`src/rtl/mmio_arb_pkg.sv`:
```
// Shared types and constants for the two-master MMIO bus arbiter.
package mmio_arb_pkg;

    typedef enum logic [1:0] {
        ST_IDLE = 2'd0,
        ST_BUSY = 2'd1,
        ST_RESP = 2'd2
    } arb_state_e;

    typedef struct packed {
        logic        write;
        logic [31:0] addr;
        logic [31:0] wdata;
        logic [3:0]  wstrb;
    } mmio_req_t;

    localparam logic [31:0] MMIO_BASE         = 32'h8000_0000;
    localparam logic [31:0] ERR_RDATA_DEFAULT = 32'h0000_0000;

endpackage

```
`src/rtl/mmio_arb_rr_pick.sv`:
```
// Two-way combinational request picker: round-robin against the last winner,
// or fixed priority to requester 0 when rr_en is low.
module mmio_arb_rr_pick (
    input  logic [1:0] req,
    input  logic       last_grant,
    input  logic       rr_en,
    output logic       gnt_valid,
    output logic       gnt_id
);
    always_comb begin
        gnt_valid = |req;
        gnt_id    = 1'b0;
        if (req == 2'b11) begin
            gnt_id = rr_en ? ~last_grant : 1'b0;
        end else if (req[1]) begin
            gnt_id = 1'b1;
        end
    end
endmodule

```
`src/rtl/mmio_bus_arbiter.sv`:
```
// Shares one MMIO slave port between the CPU memory controller (m0) and the
// debug/loader engine (m1); one transaction at a time, with an optional timeout.
module mmio_bus_arbiter
    import mmio_arb_pkg::*;
#(
    parameter int          RR_EN     = 1,
    parameter int          TIMEOUT   = 256,
    parameter logic [31:0] ERR_RDATA = ERR_RDATA_DEFAULT
) (
    input  logic        clk,
    input  logic        reset,
    input  logic        m0_valid,
    input  logic        m0_write,
    input  logic [31:0] m0_addr,
    input  logic [31:0] m0_wdata,
    input  logic [3:0]  m0_wstrb,
    output logic [31:0] m0_rdata,
    output logic        m0_ready,
    output logic        m0_err,
    input  logic        m1_valid,
    input  logic        m1_write,
    input  logic [31:0] m1_addr,
    input  logic [31:0] m1_wdata,
    input  logic [3:0]  m1_wstrb,
    output logic [31:0] m1_rdata,
    output logic        m1_ready,
    output logic        m1_err,
    output logic        s_valid,
    output logic        s_write,
    output logic [31:0] s_addr,
    output logic [31:0] s_wdata,
    output logic [3:0]  s_wstrb,
    input  logic [31:0] s_rdata,
    input  logic        s_ready,
    output logic        grant_id
);
    localparam int             CW       = (TIMEOUT > 0) ? $clog2(TIMEOUT + 1) : 1;
    localparam logic [CW-1:0]  TMO_LAST = CW'((TIMEOUT > 0) ? TIMEOUT - 1 : 0);
    localparam logic [CW-1:0]  TMO_MAX  = '1;

    arb_state_e        state_q, state_d;
    mmio_req_t         req_q, req_d;
    logic              s_valid_q, s_valid_d;
    logic              grant_q, grant_d;
    logic              last_q, last_d;
    logic [CW-1:0]     tmo_q, tmo_d;
    logic [1:0][31:0]  rdata_q, rdata_d;
    logic [1:0]        ready_q, ready_d;
    logic [1:0]        err_q, err_d;

    logic              gnt_valid, gnt_id;
    mmio_req_t         m0_req, m1_req;

    assign m0_req = '{write: m0_write, addr: m0_addr, wdata: m0_wdata, wstrb: m0_wstrb};
    assign m1_req = '{write: m1_write, addr: m1_addr, wdata: m1_wdata, wstrb: m1_wstrb};

    mmio_arb_rr_pick u_pick (
        .req        ({m1_valid, m0_valid}),
        .last_grant (last_q),
        .rr_en      (RR_EN != 0),
        .gnt_valid  (gnt_valid),
        .gnt_id     (gnt_id)
    );

    always_comb begin
        state_d   = state_q;
        req_d     = req_q;
        s_valid_d = s_valid_q;
        grant_d   = grant_q;
        last_d    = last_q;
        tmo_d     = tmo_q;
        rdata_d   = rdata_q;
        ready_d   = 2'b00;
        err_d     = 2'b00;
        case (state_q)
            ST_IDLE: begin
                if (gnt_valid) begin
                    req_d     = gnt_id ? m1_req : m0_req;
                    s_valid_d = 1'b1;
                    grant_d   = gnt_id;
                    last_d    = gnt_id;
                    tmo_d     = '0;
                    state_d   = ST_BUSY;
                end
            end
            ST_BUSY: begin
                if (tmo_q != TMO_MAX) tmo_d = tmo_q + 1'b1;
                // A late ack in the expiry cycle still completes the access normally.
                if (s_ready) begin
                    s_valid_d         = 1'b0;
                    rdata_d[grant_q]  = s_rdata;
                    ready_d[grant_q]  = 1'b1;
                    state_d           = ST_RESP;
                end else if (TIMEOUT != 0 && tmo_q == TMO_LAST) begin
                    s_valid_d         = 1'b0;
                    rdata_d[grant_q]  = ERR_RDATA;
                    ready_d[grant_q]  = 1'b1;
                    err_d[grant_q]    = 1'b1;
                    state_d           = ST_RESP;
                end
            end
            ST_RESP: state_d = ST_IDLE;
            default: state_d = ST_IDLE;
        endcase
    end

    always_ff @(posedge clk) begin
        if (reset) begin
            state_q   <= ST_IDLE;
            req_q     <= '0;
            s_valid_q <= 1'b0;
            grant_q   <= 1'b0;
            last_q    <= 1'b1;
            tmo_q     <= '0;
            rdata_q   <= '0;
            ready_q   <= 2'b00;
            err_q     <= 2'b00;
        end else begin
            state_q   <= state_d;
            req_q     <= req_d;
            s_valid_q <= s_valid_d;
            grant_q   <= grant_d;
            last_q    <= last_d;
            tmo_q     <= tmo_d;
            rdata_q   <= rdata_d;
            ready_q   <= ready_d;
            err_q     <= err_d;
        end
    end

    assign s_valid  = s_valid_q;
    assign s_write  = req_q.write;
    assign s_addr   = req_q.addr;
    assign s_wdata  = req_q.wdata;
    assign s_wstrb  = req_q.wstrb;
    assign grant_id = grant_q;
    assign m0_rdata = rdata_q[0];
    assign m1_rdata = rdata_q[1];
    assign m0_ready = ready_q[0];
    assign m1_ready = ready_q[1];
    assign m0_err   = err_q[0];
    assign m1_err   = err_q[1];
endmodule
```
`config.mk`:
```
export PLATFORM = sky130hd
export DESIGN_NAME = mmio_bus_arbiter
export DESIGN_NICKNAME = d
export VERILOG_FILES = /design/src/rtl/mmio_arb_pkg.sv /design/src/rtl/mmio_arb_rr_pick.sv /design/src/rtl/mmio_bus_arbiter.sv
export SDC_FILE = /design/constraint.sdc
export NUM_CORES = 1
export LEC_CHECK = 0
export ABC_AREA = 1
export CAP_MARGIN = 10
export CORE_AREA = 2 2 126 128
export CTS_CLUSTER_DIAMETER = 200
export DETAILED_ROUTE_END_ITERATION = 10
export DIE_AREA = 0 0 128 130
export PLACE_DENSITY_LB_ADDON = 0.15
export SKIP_LAST_GASP = 1
export SLEW_MARGIN = 20
export SYNTH_ARGS = -nofsm -noshare
export SYNTH_HDL_FRONTEND = slang
export SYNTH_SLANG_ARGS = --single-unit
```
`constraint.sdc`:
```
create_clock -name clk -period 2.1 [get_ports clk]
set_input_delay 0.42 -clock clk [delete_from_list [all_inputs] [get_ports clk]]
set_output_delay 0.42 -clock clk [all_outputs]
set_load 0.02 [all_outputs]
```
Word level (Yosys, flattened, before mapping) --
Index checks and enable logic that the tools add are counted.
Word-level totals: register bits after elaboration 151, bits in latches 0, bits in writable memories 0, memory bits (read-only) 0, input bits 175, output and inout port bits 139, logic and storage cells 62, memories kept 0
Cells by class: $add $sub $neg 1, multipliers 0, divide/modulo/power cells 0, $lt $le $gt $ge 2, equality and inequality tests 7, shift-type cells 0, muxes and demuxes 23, bitwise logic cells 4, reduce and logical (&&, ||, !) cells 12
Operators by type and width (count):
- two-way mux 64 bit | 2
- two-way mux 69 bit | 1
- AND 64 bit | 1
- bitwise mux 64 bit | 1
- NOT 64 bit | 1
- demux 32 bit (select 1 bit) | 1
- two-way mux 32 bit | 1
- two-way mux 9 bit | 2
- one-hot mux 9 bit (2 select lines) | 1
- two-way mux 2 bit | 5
- adder 9 x 1 -> 9 bit, second input constant | 1
- equality test 9 x 8 -> 1 bit, second input constant | 1
- inequality test 9 bit, second input constant | 1
- two-way mux 1 bit | 6
- AND reduction 2 bit | 3
- AND reduction 3 bit | 2
- inequality test 2 bit, second input constant | 2
- one-hot mux 2 bit (2 select lines) | 1
- nonzero test 2 bit | 2
- OR reduction 2 bit | 2
- inequality test 3 bit, second input constant | 1
- OR reduction 3 bit | 1
- equality test 2 x 1 -> 1 bit, second input constant | 1
- equality test 2 bit, second input constant | 1
- 7 further kinds | 8

Depth between registers and ports, before layout --
Gate-level depths: netlist (run 1).
word-level depth 8, gate-level depth with buffers 14, mapped depth without buffers 13

Hierarchy --
A second synthesis (run 1) with hierarchy kept.
Second synthesis, totals: cells, all modules 697, area total of the unflattened synthesis 5851.9 um^2
Modules (own cells, without submodules):
- mmio_bus_arbiter | times used 1, cells an instance 689, area each 5811.8 um^2, sequential area each 3022.9 um^2
- mmio_arb_rr_pick | times used 1, cells an instance 8, area each 40.0 um^2, sequential area each 0.0 um^2

Worst setup path after synthesis (run 1) --
No wires, ideal clock.
path type register to register, from register tmo_q[0], to register rdata_q, in the netlist m1_rdata[10], library setup time 132 ps, data arrival time 1792 ps, data required time 1968 ps, setup slack 176 ps, cell stages (with the launch flop) 13, path buffers 1, period minus slack after synthesis 1924 ps, cell sequence dfxtp_1 > ha_1 > nand2_1 > nor3_1 > nand2_1 > nor2_1 > ha_1 > nor2_1 > nor2_2 > nand2_2 > buf_6 > nand2_1 > a21oi_1
On the way: longest elaborated chain between the ends 3
Ends and longest elaborated chain:
- start: declaration | RTL line mmio_bus_arbiter.sv:46 | logic [CW-1:0] tmo_q, tmo_d;
- start signal: assignment | RTL line mmio_bus_arbiter.sv:124 | tmo_q <= tmo_d;
- equality test 9 x 8 -> 1 bit | RTL line mmio_bus_arbiter.sv:94 | end else if (TIMEOUT != 0 && tmo_q == TMO_LAST) begin
- nonzero test 2 bit (no source line)
- AND reduction 2 bit (no source line)
- end signal: assignment | RTL line mmio_bus_arbiter.sv:125 | rdata_q <= rdata_d;
- end: declaration | RTL line mmio_bus_arbiter.sv:47 | logic [1:0][31:0] rdata_q, rdata_d;
Every way passes these cells. A chain may end at the register's enable or synchronous reset.

Worst setup path after layout (run 1) --
from register grant_q, in the netlist grant_id, to output port grant_id
RTL lines:
- start: declaration | RTL line mmio_bus_arbiter.sv:44 | logic grant_q, grant_d;
- start signal: assignment | RTL line mmio_bus_arbiter.sv:122 | grant_q <= grant_d;
- end: declaration | RTL line mmio_bus_arbiter.sv:35 | output logic grant_id
No word-level cell between the ends.

==> results of run 1 <==
==> through the flow <==
| step | hold slack, ns | utilization (%) | power (mW) |
|---|---|---|---|
| CTS | 0.408 | 65.0 | 8.17 |
| finish | 0.422 | 65.1 | 8.07 |
| global placement | 0.436 | 61.0 | 4.92 |
| detailed placement | 0.439 | 61.0 | 4.93 |
| global route | 0.441 | 65.1 | 8.42 |
| floorplan | 0.429 | - | 4.01 |
==> tightest hold or removal path: stages <==
cell     delay (ns)
buf_2          0.17
inv_1          0.12
nand3_1        0.09
==> cell families after synthesis <==
group | Yosys count
buffers and inverters | 75
adder cells (fa/ha/maj) | 4
flip-flops | 151
AO/OA/AOI/OAI | 161
AND/OR/NAND/NOR | 378
==> power by group <==
part	total, mW	internal [mW]	switching, mW
clock network	3.20	1.96	1.24
registers	3.20	3.08	0.118
logic	1.67	0.856	0.814
==> registers in the layout (all words and copies together) (netlist names), 2 cells and up <==
| register | cells |
|---|---|
| s_addr | 32 |
| err_q | 2 |
| s_wdata | 32 |
| m1_rdata | 32 |
| tmo_q | 9 |
| s_wstrb | 4 |
| ready_q | 2 |
| m0_rdata | 32 |
| state_q | 2 |
==> cell usage after synthesis, types with 4 or more instances <==
cell and number:
clkbuf_1 16, ha_1 4, o211ai_1 55, nand3_1 9
nand2_2 5, buf_6 9, a21oi_1 69, nand2_1 274
buf_2 21, or2_2 55, nor2_1 24, o21ai_0 17
dfxtp_1 151, inv_1 24, o21ai_1 13
==> path summary, 6_finish.rpt <==
path,from,end
min,reset,last_q
max,grant_id,grant_id
min reg2reg,s_addr[15],s_addr[15]
max reg2reg,tmo_q[0],m0_rdata[24]
==> area by class of cell <==
type                       count  area share, %
clock buffer                  20           4.55
clock inverter                12           1.66
sequential                   151           30.1
tap                          192           2.39
multi-input combinational    543           26.3
antenna                        1         0.0249
inverter                      26          0.997
timing repair buffer         334           34.0
==> layer usage <==
metal | track usage (%) | part of all wire, % | vias to the layer above
met5 | 0 | 0 | -
met2 | 36.6 | 47 | 223
met4 | 8.99 | 2.1 | 0
li1 | - | - | 3120
met3 | 8.69 | 8.5 | 26
met1 | 26.3 | 42 | 2707
==> placed cells by master, fill, tap and decap left out, types with 4 or more instances in the layout <==
cell	n
o211ai_1	55
nand2_1	274
nor2_1	24
nand2_2	4
or2_2	55
o21ai_0	17
ha_1	4
buf_4	11
clkbuf_16	17
inv_1	24
nand3_1	9
o21ai_1	13
a21oi_1	69
buf_12	10
clkdlybuf4s50_1	312
dfxtp_1	151
==> impl_metrics.env, run 1 <==
export IMPL_cts_root_buf="clkbuf_16"
export IMPL_cts_tree="done"
export IMPL_netlist_instances=769
export IMPL_drt_wl_total_um=19000
export IMPL_crit_slowest_cell="clkdlybuf4s50_1"
export IMPL_grt_usage_pct=22.3
export IMPL_worstPathRequired_ns=1.68
export IMPL_vias=6076
export IMPL_layout_cells_non_filler=1279
export IMPL_tns_ns=0
export IMPL_cp_start_kind="flip-flop"
export IMPL_ioPinCount=314
export IMPL_fp_dieArea_sq_um=16600
export IMPL_cp_depth=1
export IMPL_syn_num_nets=948
export IMPL_crit_type="reg2out"
export IMPL_dieWidth_um=128
export IMPL_grt_pass1_wl_um=29200
export IMPL_synth_edf_count=0
export IMPL_ctsHoldBuffers=0
export IMPL_gr_total_overflow=0
export IMPL_path_max_fanout=6
export IMPL_min_period_ns=1.96
export IMPL_min_period_over_period_pct=93.4
export IMPL_synth_top_area_cell="dfxtp_1"
export IMPL_netlist_area_sq_um=6040
export IMPL_peakVddDrop_mv=0.560
export IMPL_numCtsBuffers=17
export IMPL_async_flop_share_pct=0
export IMPL_leakage_nw=3.88
export IMPL_path_cells="clkdlybuf4s50_1"
export IMPL_grt_max_degree=69
export IMPL_antenna_found_initial=1
export IMPL_design_area_sq_um=10000
export IMPL_cts_resized_gates=0
export IMPL_yosysUniqueCellTypes=29
export IMPL_synth_xor_area_share_pct=0
export IMPL_synth_top_family_by_area="simple AND/OR/NAND/NOR gates"
export IMPL_grt_pass1_vias=5733
export IMPL_drc=0
export IMPL_synth_simple_area_share_pct=26.8
export IMPL_num_rows=46
export IMPL_min_delay_path_depth=3
export IMPL_cellPowerDensity_nw_per_um2=804
export IMPL_muxShareOfSynthArea_pct=0
export IMPL_cts_sinks=151
export IMPL_start_util_pct=39.2
export IMPL_viasPerCell=4.75
export IMPL_cts_setup_buffers=0
export IMPL_drive_above_1_share_pct=11.0
export IMPL_skew_ns=0.00915
export IMPL_synth_compound_area_share_pct=15.9
export IMPL_hold_class="in2reg"
export IMPL_cp_top_family="buffers and inverters"
export IMPL_finalHoldViolations=0
export IMPL_ys_ff_latch=151
export IMPL_core_area_sq_um=15400
export IMPL_finalWeightedCongestion=0.806
export IMPL_cp_arrival_ns=1.54
export IMPL_synth_fa_ha_area_share_pct=0.828
export IMPL_worstRegToRegCells=12
export IMPL_rsz0062_at_grt="false"
export IMPL_tightestPinTransition_ns=0.307
export IMPL_place_ws_ns=0.0904
export IMPL_rrSetupSlack_ns=0.19
export IMPL_syn_area_per_cell_sq_um=7.86
export IMPL_fmax_mhz=510
export IMPL_layout_nets=1252
export IMPL_yosys_top_cells_area="dfxtp_1, nand2_1, o211ai_1"
export IMPL_crit_buf_inv=1
export IMPL_drv_slew=0
export IMPL_yosys_warnings=0
export IMPL_htree_levels=4
export IMPL_fp_dieH_um=130
export IMPL_cts_clk_slew_worst_paths_ns=0.06
export IMPL_syn2layout_area_growth_pct=66.2
export IMPL_clk_latency_ns=0.42
export IMPL_cts_buffer_depth=2
export IMPL_drtIter0Drc=272
export IMPL_maxCapViolCount=0
export IMPL_wl_per_cell_um=14.8
export IMPL_end_kind="output pin"
export IMPL_synth_ff_type="dfxtp_1"
export IMPL_status="completed"
export IMPL_slew_headroom_pct=79.5
export IMPL_slowest_delay_ns=0.68
export IMPL_place_inst=1246
export IMPL_place_hpwl_um=13300
export IMPL_multiInputGateArea_sq_um=2640
export IMPL_seq_area_sq_um=3020
export IMPL_ant_nets=0
export IMPL_n_fill_cell=1329
export IMPL_seq_area_frac_synth_pct=50.0
export IMPL_synth_top_area_share_pct=50.0
export IMPL_portBuffers=313
export IMPL_setup_viol=0
export IMPL_firstDrtPassIters=4
export IMPL_placed_cell_area_sq_um=9400
export IMPL_finalWorstSetupSlack_ns=0.138
Note: power is estimated with default switching activity, not from simulation.
==> inputs of run 2 (changes only) <==
--- a/config.mk
+++ b/config.mk
@@ -7,13 +7,15 @@
 export LEC_CHECK = 0
 export ABC_AREA = 1
 export CAP_MARGIN = 10
-export CORE_AREA = 2 2 126 128
+export CELL_PAD_IN_SITES_DETAIL_PLACEMENT = 1
+export CELL_PAD_IN_SITES_GLOBAL_PLACEMENT = 2
+export CORE_AREA = 2 2 170 172
 export CTS_CLUSTER_DIAMETER = 200
 export DETAILED_ROUTE_END_ITERATION = 10
-export DIE_AREA = 0 0 128 130
+export DIE_AREA = 0 0 172 174
 export PLACE_DENSITY_LB_ADDON = 0.15
-export SKIP_LAST_GASP = 1
 export SLEW_MARGIN = 20
 export SYNTH_ARGS = -nofsm -noshare
 export SYNTH_HDL_FRONTEND = slang
+export SYNTH_HIERARCHICAL = 1
 export SYNTH_SLANG_ARGS = --single-unit
==> impl_metrics.env, run 2 <==
export IMPL_peakVddDrop_mv=0.464
export IMPL_cp_arrival_ns=2.28
export IMPL_yosys_warnings=6
export IMPL_layout_nets=1192
export IMPL_skew_ns=0.0103
export IMPL_start_util_pct=20.7
export IMPL_cts_buffer_depth=2
export IMPL_synth_ff_type="dfxtp_1"
export IMPL_cellPowerDensity_nw_per_um2=762
export IMPL_core_area_sq_um=28200
export IMPL_muxShareOfSynthArea_pct=11.8
export IMPL_async_flop_share_pct=0
export IMPL_grt_usage_pct=16.0
export IMPL_maxCapViolCount=0
export IMPL_yosys_top_cells_area="dfxtp_1, nand2_1, mux2i_1"
export IMPL_synth_top_cells_by_count="nand2_1, dfxtp_1, o21ai_0"
export IMPL_drc=0
export IMPL_netlist_instances=697
export IMPL_finalWeightedCongestion=0.744
export IMPL_min_period_ns=1.94
export IMPL_fp_dieArea_sq_um=29900
export IMPL_ctsHoldBuffers=0
export IMPL_place_hpwl_um=17800
export IMPL_path_max_fanout=16
export IMPL_status="completed"
export IMPL_drv_slew=0
export IMPL_cts_tree="done"
export IMPL_drt_wl_total_um=24300
export IMPL_viasPerCell=4.18
export IMPL_synth_fa_ha_area_share_pct=0.855
export IMPL_place_inst=1376
export IMPL_synth_top_family_by_area="simple AND/OR/NAND/NOR gates"
export IMPL_final_common_cell="clkdlybuf4s50_1"
export IMPL_ys_ff_latch=151
export IMPL_worstPathRequired_ns=2.44
export IMPL_leakage_nw=3.74
export IMPL_crit_type="reg2reg"
export IMPL_syn_num_nets=876
export IMPL_wl_per_cell_um=17.2
export IMPL_fin_util_pct=36.4
export IMPL_grt_pass1_vias=6195
export IMPL_rrSetupSlack_ns=0.16
export IMPL_grt_pass1_wl_um=36400
export IMPL_grt_max_degree=66
export IMPL_synth_compound_area_share_pct=13.0
export IMPL_fmax_mhz=517
export IMPL_layout_common_cells="clkdlybuf4s50_1, nand2_1, dfxtp_1, o21ai_0, a21oi_1"
export IMPL_htree_levels=4
export IMPL_drtIter0Drc=276
export IMPL_tightestPinTransition_ns=0.762
export IMPL_cts_clk_slew_worst_paths_ns=0.06
export IMPL_fp_dieH_um=174
export IMPL_ioPinCount=314
export IMPL_antenna_found_initial=2
export IMPL_tns_ns=0
export IMPL_numCtsBuffers=17
export IMPL_cts_root_buf="clkbuf_16"
export IMPL_synth_edf_count=0
export IMPL_syn2layout_area_growth_pct=75.5
export IMPL_end_kind="flip-flop"
export IMPL_slew_headroom_pct=49.2
export IMPL_dieWidth_um=172
export IMPL_gr_total_overflow=0
export IMPL_netlist_area_sq_um=5850
export IMPL_drive_above_1_share_pct=7.41
export IMPL_portBuffers=313
export IMPL_ant_nets=0
export IMPL_min_period_over_period_pct=92.2
export IMPL_seq_area_frac_synth_pct=51.7
export IMPL_clk_latency_ns=0.42
export IMPL_cp_start_kind="flip-flop"
export IMPL_layout_cells_non_filler=1411
export IMPL_firstDrtPassIters=4
export IMPL_syn_area_per_cell_sq_um=8.40
export IMPL_synth_top_area_cell="dfxtp_1"
export IMPL_synth_simple_area_share_pct=17.8
export IMPL_yosysUniqueCellTypes=23
export IMPL_yosysMostFrequentCell="nand2_1"
export IMPL_setup_viol=0
export IMPL_power_mw=7.83
export IMPL_synth_top_area_share_pct=51.7
export IMPL_vias=5895
export IMPL_cts_sinks=151
export IMPL_num_rows=62
export IMPL_hold_class="in2reg"
export IMPL_synth_xor_area_share_pct=0
export IMPL_finalHoldViolations=0
==> run 2: cell count changes in the layout (fill, tap and decap cells not counted), moves of 4 or more <==
cell	before	now
nand2_1	274	191
mux2i_1	0	69
o21ai_0	17	74
o211ai_1	55	0
or2_2	55	1
nand3_1	9	40
o21ai_1	13	0
nor2_1	24	13
clkinvlp_4	0	8
inv_1	24	16
buf_12	10	14
buf_4	11	15
==> run 2: final cells by class <==
class,instances,area [sq um]
Clock inverter,15,144
Antenna cell,1,2.50
Timing Repair Buffer,343,3550
Inverter,19,71.3
Fill cell,3278,18000
Sequential cell,151,3020
Clock buffer,17,425
Multi-Input combinational cell,481,2580
Tap cell,384,480
==> run 2: cell families (layout without fill, tap and decap cells) <==
group / count (synthesis) / after routing
mux: 69 / 69
compound gates: 150 / 150
fa+ha+maj: 4 / 4
buf+inv: 65 / 394
simple gates: 257 / 257
flops: 151 / 151
other cells: 1 / 2
==> run 2: power breakdown <==
part	switching, mW	internal (mW)
Combinational	0.803	0.849
Sequential	0.110	3.06
Clock	1.36	1.65
==> run 2: final timing paths <==
kind / startpoint / endpoint / cells past startpoint
worst max-delay path: tmo_q[1] / m0_rdata[2] / 12
worst min-delay path: reset / last_q / 3
worst max register to register: tmo_q[1] / m0_rdata[2] / 12
worst min register to register: s_addr[20] / s_addr[20] / 2
==> run 2: per-stage QoR <==
stage,setup slack (ns),cell area (sq um),hold slack (ns)
floorplan,0.260,5850,0.439
global placement,0.0213,9640,0.438
detailed placement,-0.00858,9640,0.447
CTS,0.0897,10200,0.333
global route,-0.0182,10300,0.361
finish,0.164,10300,0.346
==> run 2: critical path: stages (launching register included) <==
cell and delay, ns:
dfxtp_1 0.36, ha_1 0.19, nand2_1 0.08, inv_1 0.08, nand2_1 0.06, nor2_2 0.13, ha_1 0.18, nor2_1 0.08
nor2_4 0.15, buf_12 0.14, clkbuf_16 0.18, nand3_1 0.08, a21oi_1 0.14
==> run 2: layer usage <==
layer | up-vias | GRT usage, % | share of wire (%)
met1 | 2706 | 18.9 | 42
met5 | - | 0 | 0.054
met3 | 16 | 8.36 | 11
li1 | 2958 | - | -
met2 | 213 | 25.6 | 45
met4 | 2 | 3.36 | 0.75
==> run 2: timing repair <==
| action | CTS | global route |
|---|---|---|
| endpoints found under the setup margin | 0 | 64 |
| setup buffers | 0 | 1 |
| gates resized for setup | 0 | 4 |
==> inputs of run 3 (changes only) <==
--- a/config.mk
+++ b/config.mk
@@ -9,10 +9,13 @@
 export CAP_MARGIN = 10
 export CELL_PAD_IN_SITES_DETAIL_PLACEMENT = 1
 export CELL_PAD_IN_SITES_GLOBAL_PLACEMENT = 2
-export CORE_AREA = 2 2 170 172
+export CORE_AREA = 2 2 137 139
 export CTS_CLUSTER_DIAMETER = 200
+export CTS_CLUSTER_SIZE = 28
 export DETAILED_ROUTE_END_ITERATION = 10
-export DIE_AREA = 0 0 172 174
+export DIE_AREA = 0 0 139 141
+export DONT_BUFFER_PORTS = 1
+export MAX_ROUTING_LAYER = met4
 export PLACE_DENSITY_LB_ADDON = 0.15
 export SLEW_MARGIN = 20
 export SYNTH_ARGS = -nofsm -noshare
==> impl_metrics.env, run 3 (synthesized netlist as in run 2, its figures left out) <==
export IMPL_ctsHoldBuffers=0
export IMPL_cts_tree="done"
export IMPL_place_hpwl_um=12800
export IMPL_crit_type="reg2reg"
export IMPL_drc=0
export IMPL_end_kind="flip-flop"
export IMPL_fmax_mhz=511
export IMPL_portBuffers=0
export IMPL_diodes=0
export IMPL_place_inst=893
export IMPL_fin_util_pct=37.2
export IMPL_cp_arrival_ns=2.27
export IMPL_worstPathRequired_ns=2.41
export IMPL_cts_buffer_depth=2
export IMPL_dieWidth_um=139
export IMPL_ant_nets=0
export IMPL_maxCapViolCount=0
export IMPL_antenna_found_initial=0
export IMPL_htree_levels=4
export IMPL_leakage_nw=2.51
export IMPL_cellPowerDensity_nw_per_um2=1090
export IMPL_min_period_over_period_pct=93.3
export IMPL_tightestPinTransition_ns=0.500
export IMPL_drt_wl_total_um=17600
export IMPL_finalWeightedCongestion=0.815
export IMPL_drive_above_1_share_pct=8.21
export IMPL_path_cells="ha_1 > nand2_1 > inv_1 > nand2_1 > nor2_2 > ha_1 > nor2_2 > nor2_4 > nand2_1 > buf_12 > nand2_1 > a21oi_1"
export IMPL_cpMostUsedCell="nand2_1"
export IMPL_drtIter0Drc=187
export IMPL_wl_per_cell_um=19.0
export IMPL_hold_class="in2reg"
export IMPL_vias=4718
export IMPL_grt_max_degree=72
export IMPL_cts_clk_slew_worst_paths_ns=0.07
export IMPL_path_max_fanout=32
export IMPL_clk_latency_ns=0.42
export IMPL_grt_pass1_wl_um=26700
export IMPL_core_area_sq_um=18300
export IMPL_firstDrtPassIters=4
export IMPL_crit_slowest_cell="dfxtp_2"
export IMPL_cp_start_kind="flip-flop"
export IMPL_peakVddDrop_mv=0.519
export IMPL_min_period_ns=1.96
export IMPL_cts_sinks=151
export IMPL_setup_viol=0
export IMPL_start_util_pct=32.0
export IMPL_final_common_cell="nand2_1"
export IMPL_fp_dieH_um=141
export IMPL_num_rows=50
export IMPL_layout_nets=860
export IMPL_slowest_delay_ns=0.35
export IMPL_grt_pass1_vias=4809
export IMPL_ioPinCount=314
export IMPL_finalHoldViolations=0
export IMPL_fp_dieArea_sq_um=19600
export IMPL_cts_root_buf="clkbuf_16"
export IMPL_grt_usage_pct=18.0
export IMPL_skew_ns=0.00983
export IMPL_slew_headroom_pct=66.6
export IMPL_status="completed"
export IMPL_layout_common_cells="nand2_1, dfxtp_1, o21ai_0, a21oi_1, mux2i_1"
export IMPL_numCtsBuffers=17
export IMPL_drv_slew=0
export IMPL_viasPerCell=5.08
export IMPL_layout_cells_non_filler=928
export IMPL_gr_total_overflow=0
export IMPL_syn2layout_area_growth_pct=16.2
run 3: changes by cell type in the layout (fill, tap and decap cells not counted), sizes merged:
cell / before / now
inv: 24 / 23
clkbuf: 18 / 20
diode: 1 / 0
clkdlybuf4s50: 312 / 0
buf: 30 / 10
clkinvlp: 8 / 3
bufinv: 1 / 5
run 3: power by group:
part           switching (mW)  total, mW  internal (mW)
registers               0.382       3.44           3.06
clock network            1.26       3.39           2.13
logic                   0.351      0.572          0.221
run 3: layout make-up:
cell class	count	area, sq um
clock inverter	13	219
timing repair buffer	11	175
fill	2131	11500
multi-input combinational	481	2590
clock buffer	19	433
sequential	151	3030
inverter	19	71.3
tap	234	293
run 3: routing by layer:
layer  vias up  part of all wire [%]  global-route usage, %
met4         0                   1.4                   5.95
met5         -                     0                      -
li1       2297                     -                      -
met3        17                   7.2                   6.01
met1      2214                    40                   19.7
met2       190                    52                   30.9
run 3: what timing repair did:
action / in CTS / in global routing
gates resized for setup: 1 / 7
gates cloned: 0 / 1
pin swaps: 0 / 2
buffers inserted: 0 / 2
endpoints found under the setup margin: 39 / 72
run 3: per-stage QoR:
step	area (sq um)	total power [mW]	hold WS [ns]	setup TNS [ns]	setup slack, ns
global route	6800	7.70	0.0411	-0.00255	-0.00255
finish	6800	7.40	0.0666	0	0.142
global placement	6090	4.05	0.450	0	0.119
floorplan	5850	3.88	0.439	0	0.260
detailed placement	6090	4.08	0.475	-0.482	-0.0316
CTS	6740	7.49	0.0471	0	0.0286
run 3: worst max-delay path, delay by kind of cell, from the launching register on:
kind	cells	cell delay, ns
simple gates	7	0.76
fa+ha+maj	2	0.38
flops	1	0.35
buf+inv	2	0.27
compound gates	1	0.06
run 3: final timing paths:
kind              startpoint      endpoint  slack, ns  cells past startpoint
setup reg to reg    tmo_q[0]  m0_rdata[17]       0.14                     12
hold / removal         reset   m1_rdata[9]       0.07                      1
hold reg to reg     tmo_q[2]      tmo_q[2]       0.49                      2
setup / recovery    tmo_q[0]  m0_rdata[17]       0.14                     12
